<file path="src/rtl/pipelined_barrel_shifter_pkg.sv">
// Shared types for the pipelined barrel shifter: op codes and direction encodings.
package barrel_shift_pkg;

  typedef enum logic [1:0] {
    OP_LSL_LSR = 2'b00,
    OP_ASR     = 2'b01,
    OP_ROT     = 2'b10,
    OP_PASS    = 2'b11
  } shift_op_e;

  localparam logic DIR_LEFT  = 1'b0;
  localparam logic DIR_RIGHT = 1'b1;

endpackage

</file>
<file path="src/rtl/pipelined_barrel_shifter_if.sv">
// Valid/ready bus for the pipelined barrel shifter: operand side and result side.
interface pipelined_barrel_shifter_if
  import barrel_shift_pkg::*;
#(
  parameter int unsigned WIDTH = 32
);
  localparam int unsigned SHW = $clog2(WIDTH);

  logic             in_valid;
  logic             in_ready;
  logic [WIDTH-1:0] in_data;
  logic [SHW-1:0]   in_amt;
  logic             in_dir;
  shift_op_e        in_op;
  logic             out_valid;
  logic             out_ready;
  logic [WIDTH-1:0] out_data;
  logic             out_zero;

  // Producer/consumer side: drives operands and accepts results.
  modport master (
    output in_valid, in_data, in_amt, in_dir, in_op, out_ready,
    input  in_ready, out_valid, out_data, out_zero
  );

  // Shifter side.
  modport slave (
    input  in_valid, in_data, in_amt, in_dir, in_op, out_ready,
    output in_ready, out_valid, out_data, out_zero
  );

endinterface

</file>
<file path="src/rtl/pipelined_barrel_shifter_shift_stage.sv">
// One combinational shift step of STEP bit positions, enabled by one amount bit.
module shift_stage
  import barrel_shift_pkg::*;
#(
  parameter int unsigned WIDTH = 32,
  parameter int unsigned STEP  = 1
) (
  input  logic [WIDTH-1:0] data_in,
  input  logic             sign,
  input  shift_op_e        op,
  input  logic             dir,
  input  logic             en,
  output logic [WIDTH-1:0] data_out
);

  // Select the shifted or unshifted word; sign is the original operand MSB.
  always_comb begin
    data_out = data_in;
    if (en && (op != OP_PASS)) begin
      if (dir == DIR_RIGHT) begin
        case (op)
          OP_ASR:  data_out = {{STEP{sign}}, data_in[WIDTH-1:STEP]};
          OP_ROT:  data_out = {data_in[STEP-1:0], data_in[WIDTH-1:STEP]};
          default: data_out = data_in >> STEP;
        endcase
      end else begin
        case (op)
          OP_ROT:  data_out = {data_in[WIDTH-STEP-1:0], data_in[WIDTH-1:WIDTH-STEP]};
          default: data_out = data_in << STEP;
        endcase
      end
    end
  end

endmodule

</file>
<file path="src/rtl/pipelined_barrel_shifter.sv">
// Pipelined shifter/rotator: one registered stage per amount bit, valid/ready on both ends.
module pipelined_barrel_shifter
  import barrel_shift_pkg::*;
#(
  parameter int unsigned WIDTH = 32
) (
  input logic                      clk,
  input logic                      rst,
  pipelined_barrel_shifter_if.slave bus
);
  localparam int unsigned SHW = $clog2(WIDTH);

  // Stage registers: data/valid for every stage, sideband only where a later stage reads it.
  logic [WIDTH-1:0] data_q [SHW];
  logic [SHW-1:0]   valid_q;
  shift_op_e        op_q   [SHW-1];
  logic [SHW-1:0]   amt_q  [SHW-1];
  logic [SHW-2:0]   dir_q;
  logic [SHW-2:0]   sign_q;

  // Per-stage combinational inputs and results.
  logic [WIDTH-1:0] stg_in   [SHW];
  logic [WIDTH-1:0] stg_out  [SHW];
  shift_op_e        stg_op   [SHW];
  logic [SHW-1:0]   stg_amt  [SHW];
  logic [SHW-1:0]   stg_dir;
  logic [SHW-1:0]   stg_sign;

  logic adv;

  assign adv          = bus.out_ready | ~valid_q[SHW-1];
  assign bus.in_ready = adv;
  assign bus.out_valid = valid_q[SHW-1];
  assign bus.out_data  = data_q[SHW-1];
  assign bus.out_zero  = (data_q[SHW-1] == '0);

  // Amount is shifted right one place per stage, so every stage consumes bit 0.
  for (genvar k = 0; k < SHW; k++) begin : g_stage
    if (k == 0) begin : g_first
      assign stg_in[k]   = bus.in_data;
      assign stg_op[k]   = bus.in_op;
      assign stg_amt[k]  = bus.in_amt;
      assign stg_dir[k]  = bus.in_dir;
      assign stg_sign[k] = bus.in_data[WIDTH-1];
    end else begin : g_rest
      assign stg_in[k]   = data_q[k-1];
      assign stg_op[k]   = op_q[k-1];
      assign stg_amt[k]  = amt_q[k-1];
      assign stg_dir[k]  = dir_q[k-1];
      assign stg_sign[k] = sign_q[k-1];
    end

    shift_stage #(
      .WIDTH (WIDTH),
      .STEP  (2 ** k)
    ) u_stage (
      .data_in  (stg_in[k]),
      .sign     (stg_sign[k]),
      .op       (stg_op[k]),
      .dir      (stg_dir[k]),
      .en       (stg_amt[k][0]),
      .data_out (stg_out[k])
    );
  end

  // Whole pipeline advances in lockstep when the output slot is free or being drained.
  always_ff @(posedge clk or posedge rst) begin
    if (rst) begin
      valid_q <= '0;
      dir_q   <= '0;
      sign_q  <= '0;
      for (int unsigned i = 0; i < SHW; i++) begin
        data_q[i] <= '0;
      end
      for (int unsigned i = 0; i < SHW - 1; i++) begin
        op_q[i]  <= OP_LSL_LSR;
        amt_q[i] <= '0;
      end
    end else if (adv) begin
      valid_q <= {valid_q[SHW-2:0], bus.in_valid};
      dir_q   <= stg_dir[SHW-2:0];
      sign_q  <= stg_sign[SHW-2:0];
      for (int unsigned i = 0; i < SHW; i++) begin
        data_q[i] <= stg_out[i];
      end
      for (int unsigned i = 0; i < SHW - 1; i++) begin
        op_q[i]  <= stg_op[i];
        amt_q[i] <= stg_amt[i] >> 1;
      end
    end
  end

endmodule
</file>
<file path="src/flat_wrapper.sv">
// flat-port wrapper written by rule: the top's interface ports become plain ports
module pipelined_barrel_shifter_flat import barrel_shift_pkg::*;
#(
  parameter int unsigned WIDTH = 32
)
  (clk, rst, bus_in_valid, bus_in_data, bus_in_amt, bus_in_dir, bus_in_op, bus_out_ready, bus_in_ready, bus_out_valid, bus_out_data, bus_out_zero);
  pipelined_barrel_shifter_if #(.WIDTH(WIDTH)) bus_i ();
  input logic clk;
  input logic rst;
  input wire logic [$bits(bus_i.in_valid)-1:0] bus_in_valid;
  input wire logic [$bits(bus_i.in_data)-1:0] bus_in_data;
  input wire logic [$bits(bus_i.in_amt)-1:0] bus_in_amt;
  input wire logic [$bits(bus_i.in_dir)-1:0] bus_in_dir;
  input wire logic [$bits(bus_i.in_op)-1:0] bus_in_op;
  input wire logic [$bits(bus_i.out_ready)-1:0] bus_out_ready;
  output wire logic [$bits(bus_i.in_ready)-1:0] bus_in_ready;
  output wire logic [$bits(bus_i.out_valid)-1:0] bus_out_valid;
  output wire logic [$bits(bus_i.out_data)-1:0] bus_out_data;
  output wire logic [$bits(bus_i.out_zero)-1:0] bus_out_zero;
  assign bus_i.in_valid = bus_in_valid;
  assign bus_i.in_data = bus_in_data;
  assign bus_i.in_amt = bus_in_amt;
  assign bus_i.in_dir = bus_in_dir;
  assign bus_i.in_op = bus_in_op;
  assign bus_i.out_ready = bus_out_ready;
  assign bus_in_ready = bus_i.in_ready;
  assign bus_out_valid = bus_i.out_valid;
  assign bus_out_data = bus_i.out_data;
  assign bus_out_zero = bus_i.out_zero;
  pipelined_barrel_shifter #(.WIDTH(WIDTH)) u_core (.clk(clk), .rst(rst), .bus(bus_i));
endmodule
</file>
<file path="config.mk">
export PLATFORM = sky130hd
export DESIGN_NAME = pipelined_barrel_shifter_flat
export DESIGN_NICKNAME = d
export VERILOG_FILES = /design/src/rtl/pipelined_barrel_shifter_pkg.sv /design/src/rtl/pipelined_barrel_shifter_if.sv /design/src/rtl/pipelined_barrel_shifter_shift_stage.sv /design/src/rtl/pipelined_barrel_shifter.sv /design/src/flat_wrapper.sv
export SDC_FILE = /design/constraint.sdc
export NUM_CORES = 1
export LEC_CHECK = 0
export CORE_MARGIN = 5
export CORE_UTILIZATION = 45
export CTS_CLUSTER_DIAMETER = 40
export DETAILED_ROUTE_END_ITERATION = 10
export PLACE_DENSITY = 0.7
export SLEW_MARGIN = 30
export SYNTH_ARGS = -nofsm -noshare
export SYNTH_HDL_FRONTEND = slang
export SYNTH_SLANG_ARGS = --single-unit
</file>
<file path="constraint.sdc">
create_clock -name clk -period 7.95 [get_ports clk]
set_input_delay 1.1925 -clock clk [delete_from_list [all_inputs] [get_ports clk]]
set_output_delay 1.1925 -clock clk [all_outputs]
set_load 0.005 [all_outputs]
</file>
**After elaboration in Yosys (flattened, before gate mapping)**

Index checks and enable logic that the tools add are counted.

- Bits in writable memories: 0
- Bits in latches: 0
- Memory bits (read-only): 0
- Logic and storage cells: 59
- Register bits after elaboration: 191
- Memories kept: 0
- Input port bits: 44

- Shifts and indexed selects: 0
- Equality and inequality tests: 15
- $mul: 0
- $lt $le $gt $ge: 0
- Multiplexer cells: 20
- Bitwise operators: 2
- Reductions and logical operators: 6
- Add/sub/neg operators: 0
- Divide/modulo/power cells: 0

Operators by type and width:

| kind | number |
|---|---|
| 32-bit two-way mux | 10 |
| 32-bit case mux with 2 select lines | 5 |
| 32-bit logical NOT | 1 |
| 16-bit two-way mux | 1 |
| 2-bit by 1-bit equality test with 1-bit output, second input constant | 5 |
| 2-bit equality test, second input constant | 5 |
| 2-bit inequality test, second input constant | 5 |
| 8-bit two-way mux | 1 |
| 1-bit logical AND | 5 |
| 4-bit two-way mux | 1 |
| 2-bit two-way mux | 1 |
| 1-bit two-way mux | 1 |
| 1-bit inverter | 1 |
| 1-bit OR | 1 |

**Logic depth before layout (Yosys ltp)**

Gate-level depths: netlist (run 1).

- Depth in word-level cells: 4
- Gate-level depth with buffers: 7
- Mapped depth without buffers: 5

**By module**

From an unflattened synthesis (run 1), not the netlist that was laid out.

- Cells, all modules: 1036
- Area, all modules: 11594.9 um^2

Modules (own cells, without submodules):

| module | cells an instance | times used | area each (um^2) |
|---|---|---|---|
| pipelined_barrel_shifter | 448 | 1 | 7479.7 |
| shift_stage (u_core.g_stage[3].u_stage) | 129 | 1 | 934.6 |
| shift_stage (u_core.g_stage[4].u_stage) | 107 | 1 | 814.5 |
| shift_stage (u_core.g_stage[2].u_stage) | 120 | 1 | 799.5 |
| shift_stage (u_core.g_stage[1].u_stage) | 117 | 1 | 787.0 |
| shift_stage (u_core.g_stage[0].u_stage) | 115 | 1 | 779.5 |

**Worst setup path before layout (run 1)**

OpenSTA, ideal clock, no wires.

- Path kind: input -> output
- Start: input bus_out_ready
- End: output bus_in_ready
- Path buffers: 2
- Slack: 5047 ps
- Stages on the path: 4
- Arrival time: 1710 ps
- Data required time: 6758 ps
- Path through: nor2b_4 > inv_2 > buf_4 > buf_2

- Cells in the longest elaborated chain, start to end: 1

Ends and longest elaborated chain:

| what | RTL line | source |
|---|---|---|
| from (decl) | flat_wrapper.sv:15 | `input wire logic [$bits(bus_i.out_ready)-1:0] bus_out_ready;` |
| 1-bit OR | pipelined_barrel_shifter.sv:31 | `assign adv = bus.out_ready \| ~valid_q[SHW-1];` |
| to (decl) | flat_wrapper.sv:16 | `output wire logic [$bits(bus_i.in_ready)-1:0] bus_in_ready;` |

Every way passes these cells.

**Worst setup path in the final report (run 1)**

Same ends and word-level chain as after synthesis.

==> metrics.md, run 1 <==
| Metric | Value |
|---|---|
| Largest net degree at the start of global routing | `204` |
| Sequential element share of the synthesized area | `44.7%` |
| Most area-hungry cell type in the Yosys netlist | `dfrtp_1` |
| CTS buffer count | `17` |
| Final core utilization | `50.0%` |
| Pre-CTS setup slack | `3.23 ns` |
| Setup Buffers After CTS | `0` |
| Worst Hold End | `u_core.valid_q[3]` |
| Clock H-tree levels | `4` |
| Fmax | `~210 MHz` |
| Least-Margin Pin Slew | `approximately 0.91 ns` |
| Worst ir drop on vdd | `0.152 mV` |
| Clk Latency, worst-skew pair | `~0.44 ns` |
| Post-synth top flop | `dfrtp_1` |
| Starting Density | `45.6%` |
| DR vias | `8780` |
| Crit start category | `input port` |
| Post_cts resized | `0` |
| Worst Hold Depth | `2` |
| Final setup fails | `0` |
| Tot GR Track Use | `around a fifth` |
| GRT overflow | `0` |
| I/O Buffers | `78` |
| Top cells by area, synth | `dfrtp_1 (45%), o21ai_0 (9.9%), a211oi_1 (8.3%), nand2_1 (6.5%), and2_1 (3.5%)` |
| Die X-Extent | `164 um` |
| # clock sinks | `191` |
| Vias in the first global route | `~8400` |
| Yosys top cell area share | `44.7%` |
| First-pass GRT wire length | `43700 um` |
| CTS tree | `built` |
| Hold Crit Class | `flip-flop to flip-flop` |
| # IOs | `79` |
| Initial DRC count | `748` |
| WL final | `26100 um` |
| Maximum clock skew at final layout | `0.0128 ns` |
| Unrepaired setup endpoints after global routing | `false` |
| Synth Net Count | `1305` |
| Outcome | `completed` |
| Diode count | `0` |
| Synth cell types | `36` |
| Max-Cap Viols | `0` |
| Pwr dens | `roughly 400 nW/um2` |
| Worst hold start | `u_core.valid_q[3]` |
| Vias per cell | `5.69` |
| Area growth syn-to-layout | `9.78%` |
| #FFs+latches synth | `191` |
| CP required | `6.76 ns` |
| Setup TNS | `0 ns` |
| CORE AREA | `23500 um2` |
| Ys async rst share | `100%` |
| Setup WS post-layout | `roughly 3.3 ns` |
| Die area | `27000 um2` |
| Slew Viols, Final | `0` |
| Arrival time at the worst endpoint | `3.48 ns` |
| Clock Tree Root | `clkbuf_16` |
| Cells after synthesis | `1246` |
| Reg2reg setup slack | `approximately 5.1 ns` |
| Die Ht | `about 160 um` |
| CTS Buffer Depth | `2` |
| Hold Buf Count CTS | `0` |
| Synthesized area per cell | `8.59 um2` |
| Nets | `1271` |
| Crit path time final | `4.68 ns` |
| Netlist Area Pre-Place | `10700 um2` |
| Slew HR | `39.1%` |
| Synth cell count leaders | `o21ai_0 (212), dfrtp_1 (191), nand2_1 (186), a211oi_1 (119), and2_1 (60)` |
| Critical path type | `input port to primary output` |
| Reg2reg path depth | `6` |
| Number of flops mapped to enable cells by yosys | `0` |
| Final hold violations | `0` |
| Final period util | `58.8%` |
| YS warnings | `0` |
| Most frequent cell after synthesis | `o21ai_0` |
| Wirelength per Cell | `16.9 um` |
| P_leak | `between 4 and 5 nW` |
| Placed Area | `11200 um2` |
| DRT Pass-1 Iters | `5` |
| CP Capture Type | `primary output` |
| Layout cells sized above 1 | `4.82%` |
| Cell row count | `56` |
| Post-route ant nets | `0` |
| RR Endpoint | `u_core.data_q[83]` |
| Clock slew at reported path FFs | `0.07 ns` |
| Antenna violations before repair | `0` |
| CP max FO | `between 200 and 250` |
| DR DRC count | `0` |
| Routability-driven placement congestion ratio | `0.813` |
| Hpwl dp | `17400 um` |
| Reg2Reg Launch Point | `u_core.valid_q[4]` |
| Final Instance Area | `11700 um2` |
-- cell usage in the layout (no fill, tap or decap), drive strengths merged, types with 8 or more instances in the layout --
cell / count
nor2: 42
and2: 60
a21oi: 40
inv: 17
nor4: 8
a211oi: 130
clkbuf: 19
nand2: 186
a22o: 14
dfrtp: 191
and3b: 8
clkdlybuf4s50: 78
nand3: 16
ha: 15
nor2b: 57
nor3: 25
o21ai: 268
-- worst max path at each step --
stage,start,to
final,bus_out_ready,bus_in_ready
after global routing,bus_out_ready,bus_in_ready
after CTS,bus_out_ready,bus_in_ready
after detailed placement,bus_out_ready,bus_in_ready
after global placement,bus_out_ready,bus_in_ready
after floorplan,rst,u_core.amt_q[0]
-- routing by layer --
metal  up-vias  GRT usage (%)  part of all wire [%]
li1       4292              -                     -
met1      4252           26.9                    45
met2       209           32.9                    49
met3        27           2.66                   4.6
met4         0           6.21                   1.4
met5         -              0                     0
-- cell families after synthesis --
group           synth area share (%)
compound gates                  26.4
simple gates                    19.2
flops                           44.7
buf+inv                         8.01
fa+ha+maj                       1.75
-- worst max-delay path: stages --
cell and delay (ns):
clkdlybuf4s50_1 0.44, nor2b_4 0.14, buf_12 0.58, inv_4 0.49
clkdlybuf4s50_1 0.58
-- flip-flops by register name, summed over array words and instances, names as in the netlist --
signal and cells:
u_core.sign_q 4, u_core.bus.out_data 32, u_core.dir_q 4, u_core.valid_q 5, u_core.data_q 128, u_core.amt_q 10, u_core.op_q 8
-- report_power, final --
group	internal (mW)	switching [mW]
clock network	0.472	0.377
registers	1.44	0.533
logic	0.818	1.07
total	2.73	1.98
-- metrics by stage --
step / cells / power (mW) / hold slack (ns)
6_report: 1542 / 4.71 / 0.464
5_1_grt: 1542 / 5.09 / 0.498
4_1_cts: 1542 / 4.71 / 0.469
3_5_place_dp: 1512 / 3.87 / 0.452
3_3_place_gp: 1512 / 3.80 / 0.444
2_1_floorplan: 1246 / 3.36 / 0.430
-- final cells by class --
type	instances	area, um2
well taps	319	399
fillers	2240	11700
flip-flops and latches	191	4780
clock buffers	19	443
multi-input cells	901	5080
clock inverters	11	131
inverters	16	67.6
repair buffers	85	850
Power figures use the tool's default switching activity.
==> run 2, diff against run 1 <==
- clock period: 7.95 -> 4.58 ns (I/O delays scaled with it)
==> run 2 against run 1 <==
- die area unchanged
- clock skew barely moved
- total power up 75%
- worst hold slack better by 0.0051 ns
- register-to-register slack lost 2.9 ns
- final area rose by 0.86%
- count of clock-buffer cells in the layout shrank 1
- utilization up 0.43 points
- clock power rose by 78%
==> metrics.md, run 2 (synthesis gave the netlist of run 1 again) <==
| Metric | Value |
|---|---|
| Outcome | `completed` |
| Least-Margin Pin Slew | `0.931 ns` |
| Unrepaired setup endpoints after global routing | `false` |
| Max-Cap Viols | `0` |
| Slew HR | `37.9%` |
| CP required | `3.89 ns` |
| Sequential power share | `42.0%` |
| Clock power frac | `a little under a fifth` |
| Nets | `approximately 1300` |
| Commonest non-fill, non-tap cells in the layout | `o21ai_0 (212), dfrtp_1 (191), nand2_1 (186)` |
| Inst Count DP | `1515` |
| Clock H-tree levels | `4` |
| Setup WS post-layout | `1.60 ns` |
| Vias in the first global route | `8466` |
| NetSw | `3.50 mW` |
| Largest net degree at the start of global routing | `203` |
| Crit path time final | `2.98 ns` |
| Clk Latency, worst-skew pair | `around 0.43 ns` |
| CORE AREA | `between 20000 and 25000 um2` |
| Pre-CTS setup slack | `around 1.6 ns` |
| Switching part of the total | `42.5%` |
| # IOs | `around 80` |
| Arrival time at the worst endpoint | `between 2 and 2.5 ns` |
| WL final | `26300 um` |
| Hpwl dp | `between 15000 and 20000 um` |
| # clock sinks | `about 190` |
| Antenna violations before repair | `0` |
| Largest register FFs | `128` |
| DRT Pass-1 Iters | `5` |
| Area growth syn-to-layout | `10.7%` |
| Clock slew at reported path FFs | `0.07 ns` |
| DR DRC count | `0` |
| Die X-Extent | `roughly 160 um` |
| Starting Density | `between 40 and 50%` |
| First-pass GRT wire length | `between 40000 and 50000 um` |
| CTS Buffer Depth | `2` |
| Vias per cell | `5.69` |
| Fmax | `between 300 and 400 MHz` |
| Total Power | `8.23 mW` |
| Top reg by flops | `u_core.data_q` |
| P_leak | `4.60 nW` |
| Die area | `27000 um2` |
| CTS buffer count | `17` |
| Pwr dens | `694 nW/um2` |
| Clock Tree Root | `clkbuf_16` |
| Slew Viols, Final | `0` |
| CP Capture Type | `primary output` |
| I/O Buffers | `78` |
| Final period util | `65.0%` |
| Wirelength per Cell | `about 17 um` |
| Critical path type | `input port to primary output` |
| CP max FO | `65` |
| Tot GR Track Use | `around a fifth` |
| GRT overflow | `0` |
| Initial DRC count | `673` |
| Post-route ant nets | `0` |
| Post_cts resized | `0` |
| Hold Buf Count CTS | `0` |
| Final setup fails | `0` |
| Final hold violations | `0` |
| Routability-driven placement congestion ratio | `0.845` |
| Crit start category | `input port` |
| Hold Crit Class | `flip-flop to flip-flop` |
| Maximum clock skew at final layout | `0.0126 ns` |
| CTS tree | `built` |
| Most common cell after layout, fill and taps aside | `o21ai_0` |
| Cell row count | `56` |
| Pint | `4.73 mW` |
| Gate power share | `between 30% and 40%` |
| Layout cells sized above 1 | `5.29%` |
| Setup Buffers After CTS | `0` |
| Diode count | `0` |
| Setup TNS | `0 ns` |
| Finished Layout Cells | `1547` |
| Die Ht | `between 150 and 200 um` |
| DR vias | `8800` |
| Worst ir drop on vdd | `0.322 mV` |
[run 2: cell types whose count changed in the layout (fill, tap and decap cells not counted)]
cell / before / now
clkinvlp_4: 3 / 2
bufinv_16: 2 / 1
clkinv_2: 1 / 0
inv_8: 0 / 4
clkinv_8: 0 / 2
clkinv_1: 2 / 1
clkbuf_1: 1 / 0
buf_12: 1 / 5
buf_4: 5 / 4
nand2b_1: 3 / 4
inv_2: 1 / 2
nand2b_2: 4 / 3
[run 2: metrics by stage]
step                hold slack (ns)  instance area [um2]  utilization [%]
finish                        0.469                11800             50.5
global route                  0.501                11800             50.5
CTS                           0.472                11800             50.5
global placement              0.443                11200             47.7
detailed placement            0.455                11200             47.9
floorplan                     0.430                10700                -
[run 2: final cells by class]
cell class              instances  area, um2
clock buffers                  18        439
clock inverters                14        168
fillers                      2254      11600
inverters                      16       66.3
multi-input cells             901       5070
flip-flops and latches        191       4780
well taps                     319        399
repair buffers                 88        922
[run 2: routing by layer]
| metal | up-vias | part of all wire, % | GRT usage, % |
|---|---|---|---|
| met4 | 0 | 1.1 | 4.96 |
| met2 | 195 | 49 | 33.4 |
| met1 | 4267 | 46 | 27.0 |
| met5 | - | 0 | 0 |
| met3 | 27 | 4.2 | 2.94 |
| li1 | 4311 | - | - |
[run 2: final timing paths]
path	to	cells after the start	slack [ns]	start
max	bus_in_ready	4	1.60	bus_out_ready
min	u_core.amt_q[12]	2	0.47	u_core.amt_q[12]
max reg2reg	u_core.bus.out_data[28]	4	2.21	u_core.op_q[0]
min reg2reg	u_core.amt_q[12]	2	0.47	u_core.amt_q[12]
max in group asynchronous	u_core.amt_q[15]	3	3.35	rst
min in group asynchronous	u_core.bus.out_data[0]	2	0.60	rst
[run 2: power by group through the flow]
stage / combinational, mW / clock, mW / sequential (mW)
final: 3.26 / 1.51 / 3.46
after global routing: 3.72 / 1.60 / 3.56
after CTS: 3.27 / 1.54 / 3.44
after detailed placement: 3.26 / 0 / 3.47
after global placement: 3.18 / 0 / 3.44
after floorplan: 2.81 / 0 / 3.01
[run 2: worst max-delay path: stages]
cell and delay [ns]:
clkdlybuf4s50_1 0.50, nor2b_4 0.06, inv_4 0.42, clkdlybuf4s50_1 0.62
==> run 3, diff against run 2 <==
- clock period: 4.58 -> 2.75 ns (I/O delays scaled with it)
==> run 3 against run 2 <==
- global-route usage rose by 0.29 points
- worst hold slack worse by 0.047 ns
- cell count up 1.1%
- via count up 0.92%
- count of clock-buffer cells in the layout grew 1
- non-clock buffer count up 17
- largest power group unchanged
- total power up 69%
- routed wire length rose by 1.1%
==> metrics.md, run 3 (synthesis gave the netlist of run 1 again) <==
| Metric | Value |
|---|---|
| CTS buffer count | `17` |
| Slew HR | `39.6%` |
| Commonest non-fill, non-tap cells in the layout | `o21ai_0 (212), dfrtp_1 (191), nand2_1 (186)` |
| WL final | `approximately 27000 um` |
| Antenna violations before repair | `0` |
| Fmax | `398 MHz` |
| Routability-driven placement congestion ratio | `between 0.8 and 0.9` |
| Critical Path Max Stage Delay | `about 0.5 ns` |
| Arrival time at the worst endpoint | `2.10 ns` |
| P_leak | `4.69 nW` |
| Die X-Extent | `164 um` |
| # clock sinks | `191` |
| Met3 Usage GRT | `between 3 and 4%` |
| CP required | `2.34 ns` |
| First-pass GRT wire length | `44100 um` |
| WP buf/inv | `1` |
| Maximum clock skew at final layout | `about 0.012 ns` |
| Die area | `around 27000 um2` |
| Vias in the first global route | `8452` |
| Clk Latency, worst-skew pair | `0.43 ns` |
| Clock Tree Root | `clkbuf_16` |
| Hpwl dp | `~18000 um` |
| Setup crit start | `u_core.bus.out_data[0]` |
| Crit start category | `flip-flop` |
| Final core utilization | `51.1%` |
| DR DRC count | `0` |
| Met2 track demand over resource | `33.4%` |
| Tot GR Track Use | `20.1%` |
| Placed Area | `11400 um2` |
| Layout cells sized above 1 | `6.02%` |
| Top delay family on crit path | `simple AND/OR/NAND/NOR gates` |
| Final Instance Area | `12000 um2` |
| Starting Density | `45.6%` |
| Top reg by flops | `u_core.data_q` |
| Hold Buf Count CTS | `0` |
| Critical path type | `flip-flop to primary output` |
| Most common cell after layout, fill and taps aside | `o21ai_0` |
| Clock H-tree levels | `4` |
| Global-route met1 utilization | `27.6%` |
| Diode count | `0` |
| DRT Pass-1 Iters | `5` |
| Outcome | `completed` |
| Slew Viols, Final | `0` |
| Final setup fails | `0` |
| Setup WS post-layout | `0.239 ns` |
| Nets | `1291` |
| Largest register FFs | `128` |
| Hold Crit Class | `input port to async pin` |
| Pwr dens | `1160 nW/um2` |
| Max-Cap Viols | `0` |
| CP max FO | `3` |
| Largest net degree at the start of global routing | `111` |
| Vias per cell | `5.68` |
| # IOs | `79` |
| CTS Buffer Depth | `2` |
| Initial DRC count | `roughly 600` |
| CORE AREA | `about 23000 um2` |
| Area growth syn-to-layout | `12.1%` |
| DR vias | `8881` |
| Die Ht | `164 um` |
| Final hold violations | `0` |
| Post-route ant nets | `0` |
| Final period util | `between 90% and 100%` |
| CP Capture Type | `primary output` |
| Unrepaired setup endpoints after global routing | `false` |
| Worst-path cell chain | `nor4_1 > nand4_1 > nor2_1 > clkdlybuf4s50_1` |
| CTS tree | `built` |
| Reg2Reg Launch Point | `u_core.op_q[4]` |
| Wirelength per Cell | `17.0 um` |
| Clock slew at reported path FFs | `0.07 ns` |
| Pre-CTS setup slack | `0.610 ns` |
| GRT overflow | `0` |
| I/O Buffers | `78` |
| Crit path time final | `2.51 ns` |
| Post_cts resized | `0` |
| Busiest grt layer | `met2` |
| Setup Buffers After CTS | `0` |
| Worst ir drop on vdd | `0.437 mV` |
| Reg2reg setup slack | `0.78 ns` |
| Cell row count | `56` |
| Slowest library cell on the worst path | `clkdlybuf4s50_1` |
| Least-Margin Pin Slew | `0.906 ns` |
run 3: area by class of cell:
type / count / area (um2)
clock inverter: 13 / 175
clock buffer: 19 / 443
fill: 2238 / 11500
timing repair buffer: 105 / 1070
sequential: 191 / 4780
tap: 319 / 399
multi-input combinational: 901 / 5060
inverter: 16 / 66.3
run 3: report_power, final:
group | total (mW) | internal (mW) | switching, mW
registers | 5.73 | 4.17 | 1.56
logic | 5.60 | 2.49 | 3.11
clock network | 2.55 | 1.41 | 1.15
total | 13.9 | 8.06 | 5.82
run 3: final timing paths:
path,cells past startpoint,to
setup / recovery,4,bus_out_zero
hold / removal,2,u_core.data_q[51]
setup reg to reg,4,u_core.data_q[77]
hold reg to reg,2,u_core.sign_q[3]
max in group asynchronous,3,u_core.amt_q[5]
min in group clk,2,u_core.sign_q[3]
run 3: stage by stage:
step	total power, mW	std cells	TNS [ns]	hold slack (ns)
4_1_cts	13.9	1564	0	0.439
3_5_place_dp	11.4	1532	0	0.455
6_report	13.9	1564	0	0.421
5_1_grt	15.0	1564	0	0.469
3_3_place_gp	11.2	1532	0	0.442
2_1_floorplan	9.70	1246	-23.87	0.430
run 3: per-layer routing:
metal | part of all wire [%] | wire, um | vias to the layer above
li1 | - | - | 4338
met1 | 45 | 12000 | 4279
met2 | 49 | 12900 | 237
met3 | 4.8 | 1270 | 27
met4 | 1.5 | 393 | 0
met5 | 0 | 0 | -
